### config.mk
export PLATFORM = sky130hd
export DESIGN_NAME = instr_seq_ctrl_flat
export DESIGN_NICKNAME = d
export VERILOG_FILES = /design/src/rtl/instr_seq_ctrl_if.sv /design/src/rtl/instr_seq_ctrl.sv /design/src/flat_wrapper.sv
export SDC_FILE = /design/constraint.sdc
export NUM_CORES = 1
export LEC_CHECK = 0
export ABC_AREA = 1
export CAP_MARGIN = 20
export CORE_ASPECT_RATIO = 1.2
export CORE_MARGIN = 3
export CORE_UTILIZATION = 36
export CTS_CLUSTER_SIZE = 14
export DETAILED_ROUTE_END_ITERATION = 10
export PLACE_DENSITY = 0.81
export SLEW_MARGIN = 40
export SYNTH_ARGS = -nofsm -noshare
export SYNTH_HDL_FRONTEND = slang
export SYNTH_SLANG_ARGS = --single-unit
### constraint.sdc
create_clock -name clk -period 1.3 [get_ports clk]
set_input_delay 0.26 -clock clk [delete_from_list [all_inputs] [get_ports clk]]
set_output_delay 0.26 -clock clk [all_outputs]
set_load 0.02 [all_outputs]
### src/rtl/instr_seq_ctrl_if.sv
// Memory bus bundle between the multi-cycle sequencer and the shared
// instruction/data memory. The core side drives the strobes and the address
// source select; the memory side returns stall and read data.
interface instr_seq_ctrl_if;
    logic        mem_read;
    logic        mem_write;
    logic        addr_sel;
    logic        mem_waitrequest;
    logic [31:0] mem_readdata;

    modport master (
        output mem_read,
        output mem_write,
        output addr_sel,
        input  mem_waitrequest,
        input  mem_readdata
    );

    modport slave (
        input  mem_read,
        input  mem_write,
        input  addr_sel,
        output mem_waitrequest,
        output mem_readdata
    );
endinterface

### src/rtl/instr_seq_ctrl.sv
// Multi-cycle FETCH/DECODE/EXEC sequencer for the MIPS datapath.
// Latches the instruction register, registers the immediate-form and
// destination selects, drives the memory strobes, gates register-file writes
// and PC advance, and halts the core once execution reaches address 0.
module instr_seq_ctrl (
    input  logic              clk,
    input  logic              reset_n,
    instr_seq_ctrl_if.master  bus,
    input  logic              pc_zero,
    output logic [31:0]       instr,
    output logic [1:0]        imm_sel,
    output logic [1:0]        dst_sel,
    output logic              regfile_we,
    output logic              pc_advance,
    output logic              active
);

    localparam logic [1:0] S_FETCH  = 2'd0;
    localparam logic [1:0] S_DECODE = 2'd1;
    localparam logic [1:0] S_EXEC   = 2'd2;
    localparam logic [1:0] S_HALT   = 2'd3;

    // r_armed is clear for the single cycle after reset: FETCH evaluates
    // pc_zero there but keeps the bus idle, so the first strobe appears one
    // cycle after reset_n rises. It stays set until the next reset.
    logic [1:0]  r_state;
    logic        r_armed;
    logic [31:0] r_instr;
    logic [1:0]  r_imm_sel;
    logic [1:0]  r_dst_sel;

    logic [5:0]  w_op;
    logic [5:0]  w_funct;
    logic        w_is_load;
    logic        w_is_store;
    logic        w_is_mem;
    logic        w_writes;
    logic        w_done;
    logic [1:0]  w_imm_dec;
    logic [1:0]  w_dst_dec;

    assign w_op    = r_instr[31:26];
    assign w_funct = r_instr[5:0];

    // Instruction class decode from the latched instruction register.
    always_comb begin
        w_is_load  = (w_op >= 6'h20) && (w_op <= 6'h26);
        w_is_store = (w_op == 6'h28) || (w_op == 6'h29) || (w_op == 6'h2B);
        w_is_mem   = w_is_load || w_is_store;

        w_writes = 1'b0;
        if (w_op == 6'h00) begin
            // JR, MTHI, MTLO, MULT(U), DIV(U) leave the GPR file untouched
            case (w_funct)
                6'h08, 6'h11, 6'h13, 6'h18, 6'h19, 6'h1A, 6'h1B: w_writes = 1'b0;
                default:                                          w_writes = 1'b1;
            endcase
        end else if ((w_op >= 6'h08) && (w_op <= 6'h0F)) begin
            w_writes = 1'b1;
        end else if (w_is_load || (w_op == 6'h03)) begin
            w_writes = 1'b1;
        end

        w_imm_dec = 2'd0;
        case (w_op)
            6'h0C, 6'h0D, 6'h0E: w_imm_dec = 2'd1;
            6'h0F:               w_imm_dec = 2'd2;
            default:             w_imm_dec = 2'd0;
        endcase

        w_dst_dec = 2'd1;
        case (w_op)
            6'h00:   w_dst_dec = 2'd0;
            6'h03:   w_dst_dec = 2'd2;
            default: w_dst_dec = 2'd1;
        endcase
    end

    // A memory EXEC completes on its first non-stalled cycle; everything
    // else completes in its single EXEC cycle regardless of waitrequest.
    assign w_done = (r_state == S_EXEC) && (!w_is_mem || !bus.mem_waitrequest);

    // Sequencer state, instruction register and registered selects.
    always_ff @(posedge clk) begin
        if (!reset_n) begin
            r_state   <= S_FETCH;
            r_armed   <= 1'b0;
            r_instr   <= 32'h0000_0000;
            r_imm_sel <= 2'd0;
            r_dst_sel <= 2'd0;
        end else begin
            case (r_state)
                S_FETCH: begin
                    if (pc_zero) begin
                        r_state <= S_HALT;
                    end else if (!r_armed) begin
                        r_armed <= 1'b1;
                    end else if (!bus.mem_waitrequest) begin
                        r_instr <= bus.mem_readdata;
                        r_state <= S_DECODE;
                    end
                end
                S_DECODE: begin
                    r_imm_sel <= w_imm_dec;
                    r_dst_sel <= w_dst_dec;
                    r_state   <= S_EXEC;
                end
                S_EXEC: begin
                    if (w_done) begin
                        r_state <= S_FETCH;
                    end
                end
                S_HALT: begin
                    r_state <= S_HALT;
                end
            endcase
        end
    end

    // Bus strobes: a fetch is suppressed outright when the PC is zero, so the
    // halting FETCH cycle never touches the bus. Read and write are exclusive
    // because an instruction is never both a load and a store.
    always_comb begin
        bus.mem_read  = ((r_state == S_FETCH) && r_armed && !pc_zero) ||
                        ((r_state == S_EXEC) && w_is_load);
        bus.mem_write = (r_state == S_EXEC) && w_is_store;
        bus.addr_sel  = (r_state == S_EXEC) && w_is_mem;
    end

    assign regfile_we = w_done && w_writes;
    assign pc_advance = w_done;
    assign active     = (r_state != S_HALT);
    assign instr      = r_instr;
    assign imm_sel    = r_imm_sel;
    assign dst_sel    = r_dst_sel;

endmodule
### src/flat_wrapper.sv
// flat-port wrapper written by rule: the top's interface ports become plain ports
module instr_seq_ctrl_flat 
  (clk, reset_n, pc_zero, instr, imm_sel, dst_sel, regfile_we, pc_advance, active, bus_mem_read, bus_mem_write, bus_addr_sel, bus_mem_waitrequest, bus_mem_readdata);
  instr_seq_ctrl_if bus_i ();
  input  logic clk;
  input  logic reset_n;
  input  logic pc_zero;
  output logic [31:0] instr;
  output logic [1:0] imm_sel;
  output logic [1:0] dst_sel;
  output logic regfile_we;
  output logic pc_advance;
  output logic active;
  output wire logic [$bits(bus_i.mem_read)-1:0] bus_mem_read;
  output wire logic [$bits(bus_i.mem_write)-1:0] bus_mem_write;
  output wire logic [$bits(bus_i.addr_sel)-1:0] bus_addr_sel;
  input wire logic [$bits(bus_i.mem_waitrequest)-1:0] bus_mem_waitrequest;
  input wire logic [$bits(bus_i.mem_readdata)-1:0] bus_mem_readdata;
  assign bus_mem_read = bus_i.mem_read;
  assign bus_mem_write = bus_i.mem_write;
  assign bus_addr_sel = bus_i.addr_sel;
  assign bus_i.mem_waitrequest = bus_mem_waitrequest;
  assign bus_i.mem_readdata = bus_mem_readdata;
  instr_seq_ctrl u_core (.clk(clk), .reset_n(reset_n), .bus(bus_i), .pc_zero(pc_zero), .instr(instr), .imm_sel(imm_sel), .dst_sel(dst_sel), .regfile_we(regfile_we), .pc_advance(pc_advance), .active(active));
endmodule
==> summary.txt <==
Outcome
  • Status: finished with violations
  • Failing checks: negative setup slack

Pwr
  • Net Sw Power: 1.61 mW
  • Leakage: 1.47 nW
  • Worst vdd rail ir drop: 0.000839 V
  • Final total power: about 4.4 mW
  • P per Cell Area: ~1300 mW/mm^2
  • Flop pwr share: about a third
  • Clk network pwr share: roughly a fifth
  • Logic gate share of total power: between 40% and 50%
  • Internal: between 2 and 3 mW
  • Switching part of the total: a little over a third

Hold path
  • WHS Path Cells: 2
  • Min-Delay Path Class: register to register

Drt
  • Final ANT Viol Nets: 0
  • Drt drc: 0
  • DR vias: 1990
  • First-iteration detailed-routing DRC count: slightly above 100
  • Drt first pass iters: 4
  • Vias per std cell: 5.01
  • DRT Wirelength: about 6.5 mm
  • Routed len/inst: between 15 and 20 um

Synthesis
  • Seq/Total Area, Yosys: between 40% and 50%
  • Yosys warnings: 0
  • Synth area leader: dfxtp_1
  • Synthesized area: between 0.0015 and 0.002 mm^2
  • Adder-Cell Fraction of Synth Area: between 3 and 4%
  • Post-synthesis cell type count: 18
  • Synth Area in XOR/XNOR: 0%
  • Synth Area in Compound Gates: approximately 16%
  • Post-Synthesis Cells: 218
  • Simple-gate area share of the yosys netlist: 24.3%
  • Synth area leaders: dfxtp_1 49%, nor2_1 17%, o21ai_0 12%, a21oi_1 4.1%, nand2_1 4.0%
  • FF+latch count, synth: 39
  • Post-synthesis net count: between 200 and 300
  • Post-synthesis mux area share: 0%
  • Mean area per synthesized cell: roughly 7.3 um^2
  • Largest family of logic cells by synthesized area: simple AND/OR/NAND/NOR gates
  • Top cell type's share of synthesized area: around half

GRT
  • Gr usage total: a little under a quarter
  • Initial antenna violation count: 0
  • GRT overflow: 0
  • Vias in the first global route: around 1900
  • First-pass GRT wire length: about 9.1 mm
  • Largest net degree at the start of global routing: 38

Worst setup path
  • Worst setup EP type: output pin
  • CP bufs+invs: 4
  • Worst setup path class: register to output pin
  • Cells along the critical path: buf_4 > nor2_2 > nand3_2 > nand2_2 > nand2_2 > nand2_2 > buf_4 > inv_2 > buf_6
  • Worst-path maximum fanout: 3
  • Worst endpoint required time: around 1000 ps
  • Worst Setup Start Kind: register
  • Critical Path AT: between 1500 and 2000 ps
  • Worst-case reg-to-reg path depth: 10
  • Top Family by Delay on Critical Path: simple AND/OR/NAND/NOR gates
  • Critical path's slowest cell: dfxtp_2
  • Worst path depth: 9
  • CP dominant cell by count: nand2_2
  • Critical Path Max Stage Delay: ~340 ps

Cells and area
  • Util after Layout: around four fifths
  • Nets: 382
  • Layout cells sized above 1: 47.2%
  • Ant. Diodes: 0
  • P&R area growth vs syn: 107%
  • Most common cell after layout, fill and taps aside: nor2_1
  • Most frequent cells in the layout: 56 x nor2_1, 35 x clkdlybuf4s50_1, 32 x buf_4

Timing
  • Endpoints failing setup: around 40
  • Total Neg Setup Slack: -9960 ps
  • RSZ-0062 raised after global routing: yes
  • Hold_ws: between 500 and 600 ps
  • Final period util: 141%
  • Setup slack after layout: -532 ps
  • Tmin final: between 1500 and 2000 ps
  • Pins Over Slew Limit: 0
  • Worst Tran Pin Value: 354 ps
  • Hold Fails Final Rpt: 0
  • Fmax: between 500 and 600 MHz
  • Setup Skew: ~6 ps
  • Slew headroom: 76.2%

CTS
  • Clock tree from TritonCTS: done
  • Root buffer cell: clkbuf_8
  • Clock insertion delay at the later pin of the skew report: 300 ps
  • Maximum root-to-sink buffer count: 2
  • CTS Buf Count: 5
  • Worst-path clk slew: around 80 ps
  • H-tree depth: 2
  • CTS sink count: 39

Floorplan
  • Die Y: around 79 um
  • Ports: between 70 and 80
  • Die width: between 60 and 70 um
  • Die area: roughly 0.0053 mm^2
  • Cell Rows: 25
  • Core Region: 0.00410 mm^2
  • Initial core utilization: about two fifths

Placement
  • Post-DP HPWL: 3.37 mm
  • PortBufs: 77
  • DP Worst Slack: -556 ps
  • Routability cong.: 0.835

Flow run
  • # Max-Cap Violations: 0
worst paths after layout:
| kind | from | endpoint | slack [ps] |
|---|---|---|---|
| setup reg to reg | u_core.r_state[1] | u_core.instr[29] | -340 |
| setup / recovery | u_core.instr[28] | pc_advance | -530 |
| hold / removal | u_core.instr[18] | u_core.instr[18] | 500 |
| hold reg to reg | u_core.instr[18] | u_core.instr[18] | 500 |
area by class of cell:
type / instances / area, um^2
clock buffer: 8 / 100
fill: 277 / 793
inverter: 16 / 70.1
multi-input combinational: 153 / 1010
sequential: 39 / 801
tap: 54 / 67.6
timing repair buffer: 126 / 1250
timing repair inverter: 1 / 7.51
cell usage after synthesis, drive strengths merged:
master and n:
o22ai 1, nand3 5, nor3 3, dfxtp 39, buf 4, a21oi 13, o21ai 38, clkbuf 6
inv 16, nand2 18, nor2 71, ha 4
logic make-up after synthesis:
group | Yosys count
buffers and inverters | 26
DFF | 39
and+or+nand+nor | 97
adders and majority gates | 4
AOI/OAI and AO/OA | 52
flip-flops by register name, indices dropped and copies added, names as in the netlist:
signal          flops
u_core.dst_sel      2
u_core.imm_sel      2
u_core.instr       32
u_core.r_armed      1
u_core.r_state      2
metal layers:
metal	GRT usage, %	vias to the layer above	wire, um
met5	0	-	0
met4	11.2	0	263
met3	5.66	22	409
met2	40.5	88	3390
met1	24.4	930	2440
li1	-	950	-
power by group through the flow:
| stage | logic, mW | registers [mW] | clock network (mW) |
|---|---|---|---|
| 4_1_cts | 1.77 | 1.48 | 0.916 |
| 6_report | 2.03 | 1.49 | 0.922 |
| 3_3_place_gp | 1.45 | 1.48 | 0 |
| 5_1_grt | 2.16 | 1.51 | 1.01 |
| 3_5_place_dp | 1.50 | 1.49 | 0 |
| 2_1_floorplan | 0.589 | 1.65 | 0 |
repair_timing:
item / CTS / global route
setup buffers: 10 / 10
setup endpoints to repair: 75 / 57
hold buffers: 0 / 0
gates cloned: 5 / 0
gates resized for setup: 181 / 65
pin swaps: 25 / 40
per-stage QoR:
stage	cells	cell area, um^2
after floorplan	218	1640
after global placement	366	2650
after detailed placement	366	2650
after CTS	389	3130
after global routing	397	3300
final	397	3300
tightest hold or removal path, cell delays in order (launching register included):
cell	delay (ps)
dfxtp_1	340
o21ai_2	60
nor2_1	60
(Power assumes the default switching activity.)
